`config.mk`:
```
export PLATFORM = sky130hd
export DESIGN_NAME = fetch_queue
export DESIGN_NICKNAME = d
export VERILOG_FILES = /design/src/rtl/fetch_queue.sv
export SDC_FILE = /design/constraint.sdc
export NUM_CORES = 1
export LEC_CHECK = 0
export CAP_MARGIN = 30
export CORE_MARGIN = 2
export CORE_UTILIZATION = 25
export CTS_CLUSTER_DIAMETER = 120
export DETAILED_ROUTE_END_ITERATION = 7
export HOLD_SLACK_MARGIN = 0.02
export PLACE_DENSITY = 0.55
export REMOVE_ABC_BUFFERS = 1
export SYNTH_ARGS = -nofsm -noshare
export SYNTH_HDL_FRONTEND = slang
export SYNTH_SLANG_ARGS = --single-unit
```
`constraint.sdc`:
```
create_clock -name clk -period 3.75 [get_ports clk]
set_input_delay 0.75 -clock clk [delete_from_list [all_inputs] [get_ports clk]]
set_output_delay 0.75 -clock clk [all_outputs]
set_load 0.01 [all_outputs]
```
`src/rtl/fetch_queue.sv`:
```
// ============================================================================
// Module   : fetch_queue
// Brief    : In-order {pc, inst} buffer between fetch and decode with flush.
// Revision : 1.0 - initial release
// ============================================================================
`default_nettype none

module fetch_queue #(
    parameter int DEPTH  = 4,
    parameter int PC_W   = 32,
    parameter int INST_W = 32
) (
    input  logic                     clk,
    input  logic                     reset,
    input  logic                     flush,
    input  logic                     if_valid,
    input  logic [PC_W-1:0]          if_pc,
    input  logic [INST_W-1:0]        if_inst,
    output logic                     if_ready,
    output logic                     id_valid,
    output logic [PC_W-1:0]          id_pc,
    output logic [INST_W-1:0]        id_inst,
    input  logic                     id_ready,
    output logic [$clog2(DEPTH):0]   count
);

    localparam int c_AW = $clog2(DEPTH);
    localparam int c_CW = c_AW + 1;
    localparam int c_DW = PC_W + INST_W;
    localparam logic [c_CW-1:0] c_FULL   = c_CW'(DEPTH);
    localparam logic [c_AW-1:0] c_PTR_ONE = c_AW'(1);

    logic [c_DW-1:0] r_mem [DEPTH];
    logic [c_AW-1:0] r_wr_ptr;
    logic [c_AW-1:0] r_rd_ptr;
    logic [c_CW-1:0] r_count;

    logic            w_push;
    logic            w_pop;
    logic [c_DW-1:0] w_head;

    // Readiness depends on occupancy only, so a full queue never accepts
    // even when decode is draining in the same cycle.
    assign if_ready = (r_count != c_FULL);
    assign id_valid = (r_count != '0);
    assign count    = r_count;

    assign w_push = if_valid & if_ready & ~flush;
    assign w_pop  = id_valid & id_ready & ~flush;

    assign w_head  = r_mem[r_rd_ptr];
    assign id_pc   = id_valid ? w_head[c_DW-1:INST_W] : '0;
    assign id_inst = id_valid ? w_head[INST_W-1:0]    : '0;

    always_ff @(posedge clk or posedge reset) begin
        if (reset) begin
            r_wr_ptr <= '0;
            r_rd_ptr <= '0;
            r_count  <= '0;
        end else if (flush) begin
            r_wr_ptr <= '0;
            r_rd_ptr <= '0;
            r_count  <= '0;
        end else begin
            if (w_push) begin
                r_wr_ptr <= r_wr_ptr + c_PTR_ONE;
            end
            if (w_pop) begin
                r_rd_ptr <= r_rd_ptr + c_PTR_ONE;
            end
            r_count <= r_count + c_CW'(w_push) - c_CW'(w_pop);
        end
    end

    // Storage carries no reset; occupancy alone decides what is valid.
    always_ff @(posedge clk) begin
        if (w_push) begin
            r_mem[r_wr_ptr] <= {if_pc, if_inst};
        end
    end

endmodule

`default_nettype wire

```
**After elaboration in Yosys (flattened, before gate mapping)**

Memory sizes are Yosys's and may differ from the RTL's.
Cells that the tools add are included.

- Flip-flop bits (word level): 7
- RAM bits: 256
- Bits of input ports: 69
- Output and inout bits: 69
- Logic and storage cells: 26
- Memories: 1

Memories:

| memory | depth | bits a word | read ports | clocked after memory_dff | wr ports | line | text |
|---|---|---|---|---|---|---|---|
| r_mem | 4 | 64 | 1 | 0 | 1 | 33 | `logic [c_DW-1:0] r_mem [DEPTH];` |

- Add/sub/neg operators: 4
- Eq/ne operators: 1
- Muxes and demuxes: 9
- Bitwise operators: 5
- Reduce and logical (&&, ||, !) cells: 3

Operators with widths:

| operator | count |
|---|---|
| 32-bit two-way mux | 2 |
| 2-bit two-way mux | 4 |
| 2-bit by 1-bit adder with 2-bit output (second input constant) | 2 |
| 1-bit AND | 4 |
| 2-bit nonzero test | 2 |
| 3-bit by 1-bit adder with 3-bit output | 1 |
| 3-bit two-way mux | 1 |
| 3-bit != test (second input constant) | 1 |
| 3-bit nonzero test | 1 |
| 3-bit by 1-bit subtractor with 3-bit output | 1 |
| 1-bit two-way mux | 2 |
| 1-bit NOT | 1 |

**Logic depth before layout (Yosys ltp)**

Gate-level depths: netlist (run 1).

- Depth in word-level cells: 6
- Gate-level depth with buffers: 11
- Depth with buffers taken out: 11

**Worst setup path after synthesis (run 1)**

Ideal clock, no wire load.

- Path kind: input-to-reg
- From: in flush
- To: mem r_mem[0][0] (netlist name) (enable)
- Setup time: 0.429 ns
- Arrival: 2.808 ns
- Required time: 3.321 ns
- Setup slack: 0.513 ns
- Cell stages on the path: 3
- Buffers on the path: 1
- Cell sequence: clkbuf_1 -> nor3_1 -> and2_1

- Longest elaborated chain between the ends: 4

RTL lines:

| element | line | text |
|---|---|---|
| start: declaration | 15 | `input logic flush,` |
| 1-bit NOT | 48 | `assign w_push = if_valid & if_ready & ~flush;` |
| 1-bit AND | 48 |  |
| 1-bit two-way mux | 77 | `if (w_push) begin` |
| 1-bit two-way mux (implied by the code) | 78 | `r_mem[r_wr_ptr] <= {if_pc, if_inst};` |
| end: declaration | 33 |  |

Every way passes these cells.

**Final worst setup path (run 1)**

- From: reg r_count[1], in the netlist count[1]
- To: out id_pc[7]

- Longest elaborated chain between the ends: 2

RTL lines:

| element | line | text |
|---|---|---|
| start: declaration | 36 | `logic [c_CW-1:0] r_count;` |
| start signal: assignment | 71 | `r_count <= r_count + c_CW'(w_push) - c_CW'(w_pop);` |
| 3-bit nonzero test | 45 | `assign id_valid = (r_count != '0);` |
| 32-bit two-way mux | 52 | `assign id_pc = id_valid ? w_head[c_DW-1:INST_W] : '0;` |
| end: declaration | 21 | `output logic [PC_W-1:0] id_pc,` |

Every way passes these cells.

==> impl_metrics.py, run 1 <==
metrics = {
    "routing": {
        "via_per_inst": 4.136,
        "vias": 4794,
        "final_antenna_net_count": 0,
        "firstDrtPassIters": 4,
        "drt_iter0_markers": 161,
        "post_drt_wl_per_cell_um": 18.27,
        "drc_errors": 0,
        "drt_wl_total_mm": 21.18,
    },
    "worst_setup_path": {
        "crit_slowest_cell": "clkdlybuf4s50_1",
        "end_kind": "output port",
        "start_kind": "flop",
        "critPathKind": "reg -> out",
        "r2r-start": "count[1]",
        "cp_max_fo": 65,
        "r2r_end": "count[2]",
        "slowest_delay_ns": 0.48,
        "critPathRequiredTime_ns": 3.00,
        "path_cells": "or3_2 > buf_4 > and2_1 > clkdlybuf4s50_1",
        "reg2reg_depth": 11,
        "r2r_slack_ns": 1.23,
        "cp.arrival_ns": 2.62,
    },
    "sta": {
        "worst_pin_slew_ns": 0.6930,
        "period_share_pct": 89.90,
        "maxSlewHeadroom_pct": 53.80,
        "setup_viol": 0,
        "fmax_mhz": 296.6,
        "setup_ws_ns": 0.3788,
        "fin_skew_ns": 0.01086,
        "fin_crit_ns": 3.371,
        "rsz0062_at_grt": "no",
        "slew_violations": 0,
        "hold_viol_final": 0,
    },
    "clock_network": {
        "post_cts_buffers": 0,
        "cts_resized": 0,
        "cts_tree": "built",
        "htree_levels": 1,
        "numCtsBuffers": 29,
        "ctsLongestPathBuffers": 3,
        "path_clk_slew_ns": 0.06,
        "cts-hold-fix-buffers": 0,
        "clock_latency_ns": 0.55,
        "clockRootBuffer": "clkbuf_16",
        "cts_sinks": 263,
    },
    "yosys": {
        "yosys.area.top_type": "edfxtp_1",
        "synth.distinct_cells": 22,
        "synth_warnings": 0,
        "yosysSeqAreaShare_pct": 77.66,
        "synthTopCellsByArea": "edfxtp_1 76%, mux4_2 14%, and2_1 4.3%",
        "syn-mean-instance-area_um2": 22.25,
        "postSynthCellCount": 455,
        "synth_top_cell_area_share_pct": 75.93,
        "syn_area_um2": 10120,
        "ys_ff_latch": 263,
    },
    "floorplan": {
        "dieArea_um2": 42130,
        "chipWidth_um": 205.2,
        "num_rows": 73,
        "io_pins": 138,
        "coreArea_um2": 39820,
        "chipHeight_um": 205.2,
        "initial_core_util_pct": 25.42,
    },
    "power": {
        "power.total_w": 0.008509,
        "powerDensity_nw_per_um2": 650.7,
        "irDropWorstVdd_mv": 0.4246,
        "p_leak_nw": 4.082,
    },
    "final_layout": {
        "syn_to_final_growth_pct": 29.16,
        "nNetsFinal": 691,
        "layout_commonest_cell": "edfxtp_1",
        "fin_util_pct": 32.84,
        "design_area_um2": 13080,
        "fillerInstances": 3847,
        "final_cell_mix": "256 x edfxtp_1, 137 x clkdlybuf4s50_1, 65 x and2_1, 64 x mux4_2, 29 x clkbuf_16",
        "drive_gt1_share_pct": 19.12,
    },
    "place": {
        "io_buffer_count": 137,
        "preCtsSetupSlack_ns": 0.5170,
        "dpl_cell_area_um2": 12250,
        "place.gp.congestion": 0.6657,
        "hpwl_mm": 12.38,
    },
    "status": {
        "status": "finished clean",
    },
    "grt": {
        "antenna_found_initial": 1,
        "grt_max_degree": 66,
        "grt_overflow": 0,
        "grtUsageMet2_pct": 16.46,
        "top_usage_layer": "met2",
        "grtUsageTotal_pct": 10.21,
        "gr-usage-met1_pct": 13.76,
        "grt_pass1_vias": 5291,
        "grt_util_met3_pct": 2.249,
        "grt_first_pass_wirelength_mm": 32.17,
    },
    "run": {
        "cap_violations": 0,
    },
    "worst_hold_path": {
        "min_path_type": "in -> async",
    },
}
sequential cells by signal (all words and copies together), names as in the netlist:
| register | flops |
|---|---|
| r_rd_ptr | 2 |
| r_mem | 256 |
| count | 3 |
| r_wr_ptr | 2 |
metrics by stage:
stage | hold slack (ns) | setup TNS [ns] | cells
floorplan | 0.5534 | -27.76 | 433
global placement | 0.5800 | 0 | 1109
detailed placement | 0.5982 | 0 | 1109
CTS | 0.4324 | 0 | 1158
global route | 0.4474 | 0 | 1158
finish | 0.4441 | 0 | 1159
worst max path at each step:
stage / start / endpoint / cells past startpoint
6_report: count[1] / id_pc[7] / 4
5_1_grt: count[1] / id_pc[7] / 4
4_1_cts: count[1] / id_pc[17] / 4
3_5_place_dp: flush / count[2] / 11
3_3_place_gp: flush / count[2] / 11
2_1_floorplan: r_rd_ptr[0] / id_inst[0] / 2
layout make-up:
cell class	instances	area, um2	area share (%)
Sequential cell	263	7870	60.18
Clock inverter	12	72.57	0.5549
Clock buffer	37	755.7	5.779
Multi-Input combinational cell	162	2113	16.16
Inverter	8	30.03	0.2296
Timing Repair Buffer	151	1577	12.06
Tap cell	525	656.9	5.023
Antenna cell	1	2.502	0.01914
logic make-up after synthesis:
| logic type | synth area share, % |
|---|---|
| buffers and inverters | 1.582 |
| and+or+nand+nor | 4.968 |
| AOI/OAI and AO/OA | 0.2595 |
| DFF | 77.66 |
| xor gates and xnor gates | 0.2596 |
| adders and majority gates | 0.9392 |
| muxes | 14.34 |
Yosys cell counts:
| cell | instances |
|---|---|
| a21oi_1 | 1 |
| and2_1 | 69 |
| buf_2 | 8 |
| buf_6 | 5 |
| clkbuf_1 | 9 |
| dfrtp_1 | 7 |
| edfxtp_1 | 256 |
| fa_1 | 1 |
| ha_1 | 6 |
| inv_1 | 8 |
| mux2i_1 | 1 |
| mux4_2 | 64 |
| nand2b_1 | 2 |
| nor2_1 | 6 |
| nor2b_1 | 1 |
| nor3_1 | 2 |
| nor3b_1 | 1 |
| o21ai_0 | 1 |
| o311ai_0 | 1 |
| o31ai_1 | 1 |
| or3_1 | 2 |
| xor2_1 | 3 |
layer usage:
| metal | vias to the layer above | share of wire, % |
|---|---|---|
| met1 | 2489 | 45 |
| met2 | 106 | 48 |
| met4 | 2 | 2.0 |
| met3 | 36 | 5.0 |
| li1 | 2161 | - |
| met5 | - | 0.052 |
critical path: cells and delay by family (launching register included):
family | cells | cell delay, ns
buf+inv | 2 | 0.83
simple gates | 2 | 0.73
flops | 1 | 0.47
where the power goes:
group	switching (W)	internal (W)	leakage (nW)
clock network	0.00109	0.00141	0.392
registers	0.0000771	0.00340	2.41
logic	0.00111	0.00142	1.28
total	0.00227	0.00624	4.08
Power figures use the tool's default switching activity.
==> run 2: changes to the inputs <==
--- a/config.mk
+++ b/config.mk
@@ -9,6 +9,7 @@
 export CORE_MARGIN = 2
 export CORE_UTILIZATION = 25
 export CTS_CLUSTER_DIAMETER = 120
+export CTS_CLUSTER_SIZE = 20
 export DETAILED_ROUTE_END_ITERATION = 7
 export HOLD_SLACK_MARGIN = 0.02
 export PLACE_DENSITY = 0.55
==> run 2 against run 1 <==
Against the previous run: die area unchanged; sequential power is essentially flat; register-to-register slack barely moved; sequential cell count did not move; global-route usage shrank 0.12 points; critical path depth unchanged.
==> impl_metrics.py, run 2 (same netlist as run 1, synthesis figures left out) <==
metrics = {
    "status": {
        "status": "finished clean",
    },
    "clock_network": {
        "clock_latency_ns": 0.49,
        "cts-hold-fix-buffers": 0,
        "clockRootBuffer": "clkbuf_16",
        "cts_sinks": 263,
        "ctsLongestPathBuffers": 3,
        "cts_tree": "built",
        "path_clk_slew_ns": 0.08,
        "numCtsBuffers": 17,
        "post_cts_buffers": 0,
        "htree_levels": 1,
        "cts_resized": 0,
    },
    "sta": {
        "rsz0062_at_grt": "no",
        "worst_pin_slew_ns": 0.6910,
        "hold_viol_final": 0,
        "fin_crit_ns": 3.317,
        "period_share_pct": 88.46,
        "fmax_mhz": 301.5,
        "slew_violations": 0,
        "setup_ws_ns": 0.4327,
        "holdWs_ns": 0.4943,
        "setup_viol": 0,
        "fin_skew_ns": 0.01475,
        "maxSlewHeadroom_pct": 53.93,
    },
    "final_layout": {
        "regMostFlops": "r_mem",
        "nNetsFinal": 679,
        "drive_gt1_share_pct": 16.97,
        "largest_register_ffs": 256,
        "fillerInstances": 3887,
        "final_cell_mix": "256 x edfxtp_1, 137 x clkdlybuf4s50_1, 65 x and2_1, 64 x mux4_2, 17 x clkbuf_16",
        "layout_commonest_cell": "edfxtp_1",
        "syn_to_final_growth_pct": 25.57,
    },
    "floorplan": {
        "num_rows": 73,
        "coreArea_um2": 39820,
        "io_pins": 138,
        "chipWidth_um": 205.2,
        "chipHeight_um": 205.2,
        "initial_core_util_pct": 25.42,
        "dieArea_um2": 42130,
    },
    "routing": {
        "via_per_inst": 4.176,
        "firstDrtPassIters": 6,
        "dr_wl_met2_mm": 10.12,
        "post_drt_wl_per_cell_um": 18.72,
        "final_antenna_net_count": 0,
        "route.layer.met1.wl_mm": 9.660,
        "drt_iter0_markers": 135,
        "drc_errors": 0,
        "vias": 4731,
        "top_layer": "met5",
        "drt_wl_total_mm": 21.21,
        "met3_length_mm": 1.126,
    },
    "power": {
        "powerDensity_nw_per_um2": 613.2,
        "p_leak_nw": 3.915,
        "irDropWorstVdd_mv": 0.4243,
    },
    "run": {
        "cap_violations": 0,
    },
    "worst_hold_path": {
        "min_path_type": "in -> async",
    },
    "grt": {
        "antenna_found_initial": 1,
        "grt_max_degree": 66,
        "grt_first_pass_wirelength_mm": 31.84,
        "grt_pass1_vias": 5151,
        "grt_overflow": 0,
        "grtUsageTotal_pct": 10.09,
    },
    "place": {
        "place.gp.congestion": 0.6657,
        "preCtsSetupSlack_ns": 0.5170,
        "hpwl_mm": 12.38,
        "io_buffer_count": 137,
    },
    "worst_setup_path": {
        "cp_max_fo": 65,
        "crit_slowest_cell": "dfrtp_1",
        "reg2reg_depth": 11,
        "cp.arrival_ns": 2.57,
        "path_cells": "or3_2 > buf_4 > and2_1 > clkdlybuf4s50_1",
        "slowest_delay_ns": 0.48,
        "critPathRequiredTime_ns": 3.00,
        "critPathKind": "reg -> out",
        "start_kind": "flop",
        "end_kind": "output port",
    },
}
run 2: worst max-delay path: cells and delay by family (launching register included):
| family | cells | cell delay (ns) |
|---|---|---|
| AND/OR/NAND/NOR | 2 | 0.73 |
| buffers and inverters | 2 | 0.82 |
| flip-flops | 1 | 0.48 |
run 2: path summary, 6_finish.rpt:
path	from	to	slack, ns
setup / recovery	count[1]	id_inst[0]	0.43
setup reg to reg	count[1]	count[2]	1.23
hold / removal	reset	r_rd_ptr[0]	0.49
max in group asynchronous	reset	r_rd_ptr[1]	3.00
hold reg to reg	r_wr_ptr[1]	r_wr_ptr[1]	0.60
min in group clk	r_wr_ptr[1]	r_wr_ptr[1]	0.60
run 2: cell type report:
cell class / count / area (um2) / share of cell area [%]
sequential: 263 / 7870 / 61.90
multi-input combinational: 162 / 2113 / 16.62
clock buffer: 22 / 444.2 / 3.494
clock inverter: 1 / 20.02 / 0.1575
timing repair buffer: 151 / 1577 / 12.40
inverter: 8 / 30.03 / 0.2362
antenna: 1 / 2.502 / 0.01968
tap: 525 / 656.9 / 5.167
run 2: report_power, final:
group / total (W) / internal, W / switching (W) / leakage, nW
combinational: 0.00252 / 0.00142 / 0.00111 / 1.28
sequential: 0.00347 / 0.00340 / 0.0000770 / 2.41
clock: 0.00180 / 0.000846 / 0.000952 / 0.225
run 2: stage by stage:
| stage | total power [W] | setup TNS (ns) | cell area [um2] | util (%) | instances |
|---|---|---|---|---|---|
| after global routing | 0.008246 | 0 | 12710 | 31.92 | 1132 |
| after CTS | 0.008002 | 0 | 12710 | 31.92 | 1132 |
| after global placement | 0.006144 | 0 | 12250 | 30.75 | 1109 |
| final | 0.007795 | 0 | 12710 | 31.92 | 1133 |
| after floorplan | 0.004842 | -27.76 | 9995 | - | 433 |
| after detailed placement | 0.006146 | 0 | 12250 | 30.75 | 1109 |
run 2: layer usage:
metal  global-route usage [%]  up-vias
li1                         -     2115
met1                    13.77     2498
met2                    16.58       91
met3                    2.281       25
met4                    2.004        2
met5                        0        -
==> run 3: changes to the inputs <==
--- a/config.mk
+++ b/config.mk
@@ -13,7 +13,6 @@
 export DETAILED_ROUTE_END_ITERATION = 7
 export HOLD_SLACK_MARGIN = 0.02
 export PLACE_DENSITY = 0.55
-export REMOVE_ABC_BUFFERS = 1
 export SYNTH_ARGS = -nofsm -noshare
 export SYNTH_HDL_FRONTEND = slang
 export SYNTH_SLANG_ARGS = --single-unit
==> run 3 against run 2 <==
Against the previous run: global-route usage fell by 0.23 points; largest power group unchanged; power increased by 0.50%; utilization up 0.10 points; final area up 0.32%; worst setup slack worse by 0.12 ns; final cell count is 0.44% higher; clock-buffer cell count is 1 higher; largest cell class unchanged; clock power is essentially flat; register-to-register slack worse by 0.13 ns.
==> impl_metrics.py, run 3 (same netlist as run 1, synthesis figures left out) <==
metrics = {
    "clock_network": {
        "clockRootBuffer": "clkbuf_16",
        "cts-hold-fix-buffers": 0,
        "cts_tree": "built",
        "path_clk_slew_ns": 0.08,
        "clock_latency_ns": 0.51,
        "post_cts_buffers": 0,
        "cts_sinks": 263,
        "ctsLongestPathBuffers": 3,
        "cts_resized": 0,
        "htree_levels": 1,
        "numCtsBuffers": 17,
    },
    "worst_setup_path": {
        "start_kind": "flop",
        "critPathKind": "reg -> out",
        "path_cells": "buf_12 > mux4_2 > and2_1 > clkdlybuf4s50_1",
        "cp_max_fo": 24,
        "crit_slowest_cell": "dfrtp_4",
        "critPathTopFamily": "buffers and inverters",
        "end_kind": "output port",
        "slowest_delay_ns": 0.68,
        "cp_num_buf_inv": 2,
        "cp.arrival_ns": 2.69,
        "critPathRequiredTime_ns": 3.00,
    },
    "floorplan": {
        "chipWidth_um": 205.2,
        "io_pins": 138,
        "num_rows": 73,
        "initial_core_util_pct": 25.42,
        "coreArea_um2": 39820,
        "chipHeight_um": 205.2,
        "dieArea_um2": 42130,
    },
    "routing": {
        "final_antenna_net_count": 0,
        "drc_errors": 0,
        "vias": 4691,
        "post_drt_wl_per_cell_um": 18.18,
        "drt_wl_total_mm": 20.68,
        "firstDrtPassIters": 4,
        "drt_iter0_markers": 269,
        "via_per_inst": 4.122,
    },
    "place": {
        "hpwl_mm": 12.57,
        "place.gp.congestion": 0.6984,
        "io_buffer_count": 137,
        "post-place-cells": 1113,
        "dpl_cell_area_um2": 12280,
    },
    "power": {
        "p_int_w": 0.005684,
        "powerDensity_nw_per_um2": 614.3,
        "seqPwrFrac_pct": 44.8,
        "switching_share_pct": 27.45,
        "power_switching_w": 0.002151,
        "clockPowerShare_pct": 23.1,
        "power.total_w": 0.007835,
        "p_leak_nw": 3.942,
        "irDropWorstVdd_mv": 0.2507,
        "power_frac_comb_pct": 32.1,
    },
    "run": {
        "cap_violations": 0,
    },
    "sta": {
        "fin_skew_ns": 0.02280,
        "fmax_mhz": 290.5,
        "setup_viol": 0,
        "worst_pin_slew_ns": 0.4998,
        "period_share_pct": 91.78,
        "rsz0062_at_grt": "no",
        "fin_setup_tns_ns": 0,
        "maxSlewHeadroom_pct": 66.68,
        "fin_crit_ns": 3.442,
        "slew_violations": 0,
        "hold_viol_final": 0,
    },
    "final_layout": {
        "layout.cells.non_filler": 1138,
        "final_cell_mix": "256 x edfxtp_1, 137 x clkdlybuf4s50_1, 65 x and2_1, 64 x mux4_2, 17 x clkbuf_16",
        "syn_to_final_growth_pct": 25.96,
        "design_area_um2": 12750,
        "drive_gt1_share_pct": 17.62,
        "largest_register_ffs": 256,
        "layout_commonest_cell": "edfxtp_1",
        "multi_input_area_um2": 2113,
        "regMostFlops": "r_mem",
        "antenna_cells": 0,
        "nNetsFinal": 683,
        "seq_area_um2": 7870,
        "fillerInstances": 3892,
    },
    "worst_hold_path": {
        "min_path_type": "in -> async",
    },
    "grt": {
        "grt_max_degree": 38,
        "grt_pass1_vias": 5087,
        "antenna_found_initial": 1,
        "grtUsageTotal_pct": 9.861,
        "grt_first_pass_wirelength_mm": 31.24,
        "grt_overflow": 0,
    },
    "yosys": {
        "synth_nets": 531,
    },
    "status": {
        "status": "finished clean",
    },
}
-- run 3: cell types whose count changed in the layout (fill, tap and decap cells not counted) --
cell / previous run / this run
buf_4: 6 / 10
inv_6: 0 / 1
clkbuf_1: 5 / 6
diode_2: 1 / 0
-- run 3: worst register-to-register path, cell delays in order (launching register included) --
cell	delay, ns
dfrtp_1	0.49
nor3b_1	0.46
nor3_1	0.09
buf_4	0.17
inv_1	0.05
ha_1	0.22
inv_1	0.05
ha_1	0.13
inv_1	0.05
fa_1	0.39
xor2_1	0.16
and2_1	0.16
nor3_1	0.12
-- run 3: layout make-up --
class | instances | share of cell area [%]
flip-flops and latches | 263 | 61.71
multi-input cells | 162 | 16.57
well taps | 525 | 5.151
clock inverters | 2 | 0.2256
repair buffers | 155 | 12.60
clock buffers | 23 | 3.512
inverters | 8 | 0.2355
-- run 3: metal layers --
metal  vias up  track usage, %  wire length [um]
met5         -               0                13
met1      2447           13.19              9333
met2        89           16.39              9997
met4         2           2.621               369
met3        22           1.980               970
li1       2131               -                 -
-- run 3: final timing paths --
path | cells past startpoint | startpoint | end | slack [ns]
max in group asynchronous | 2 | reset | r_rd_ptr[0] | 3.03
min | 2 | reset | r_wr_ptr[0] | 0.47
max reg2reg | 12 | count[1] | count[2] | 1.10
max | 4 | r_rd_ptr[0] | id_inst[22] | 0.31
min in group clk | 2 | r_wr_ptr[1] | r_wr_ptr[1] | 0.59
min reg2reg | 2 | r_wr_ptr[1] | r_wr_ptr[1] | 0.59
-- run 3: metrics by stage --
| stage | util, % | hold slack [ns] | setup WS (ns) |
|---|---|---|---|
| global placement | 30.83 | 0.5931 | 0.6905 |
| floorplan | - | 0.5534 | 0.5128 |
| detailed placement | 30.83 | 0.5878 | 0.6434 |
| global route | 32.03 | 0.4656 | 0.1328 |
| finish | 32.03 | 0.4704 | 0.3081 |
| CTS | 32.03 | 0.4486 | 0.1916 |
-- run 3: power by group through the flow --
stage                     Clock, W  Combinational, W  Sequential, W
after detailed placement         0           0.00259        0.00359
after floorplan                  0           0.00138        0.00351
final                      0.00181           0.00251        0.00351
after global routing       0.00201           0.00275        0.00354
after CTS                  0.00191           0.00260        0.00352
after global placement           0           0.00259        0.00358
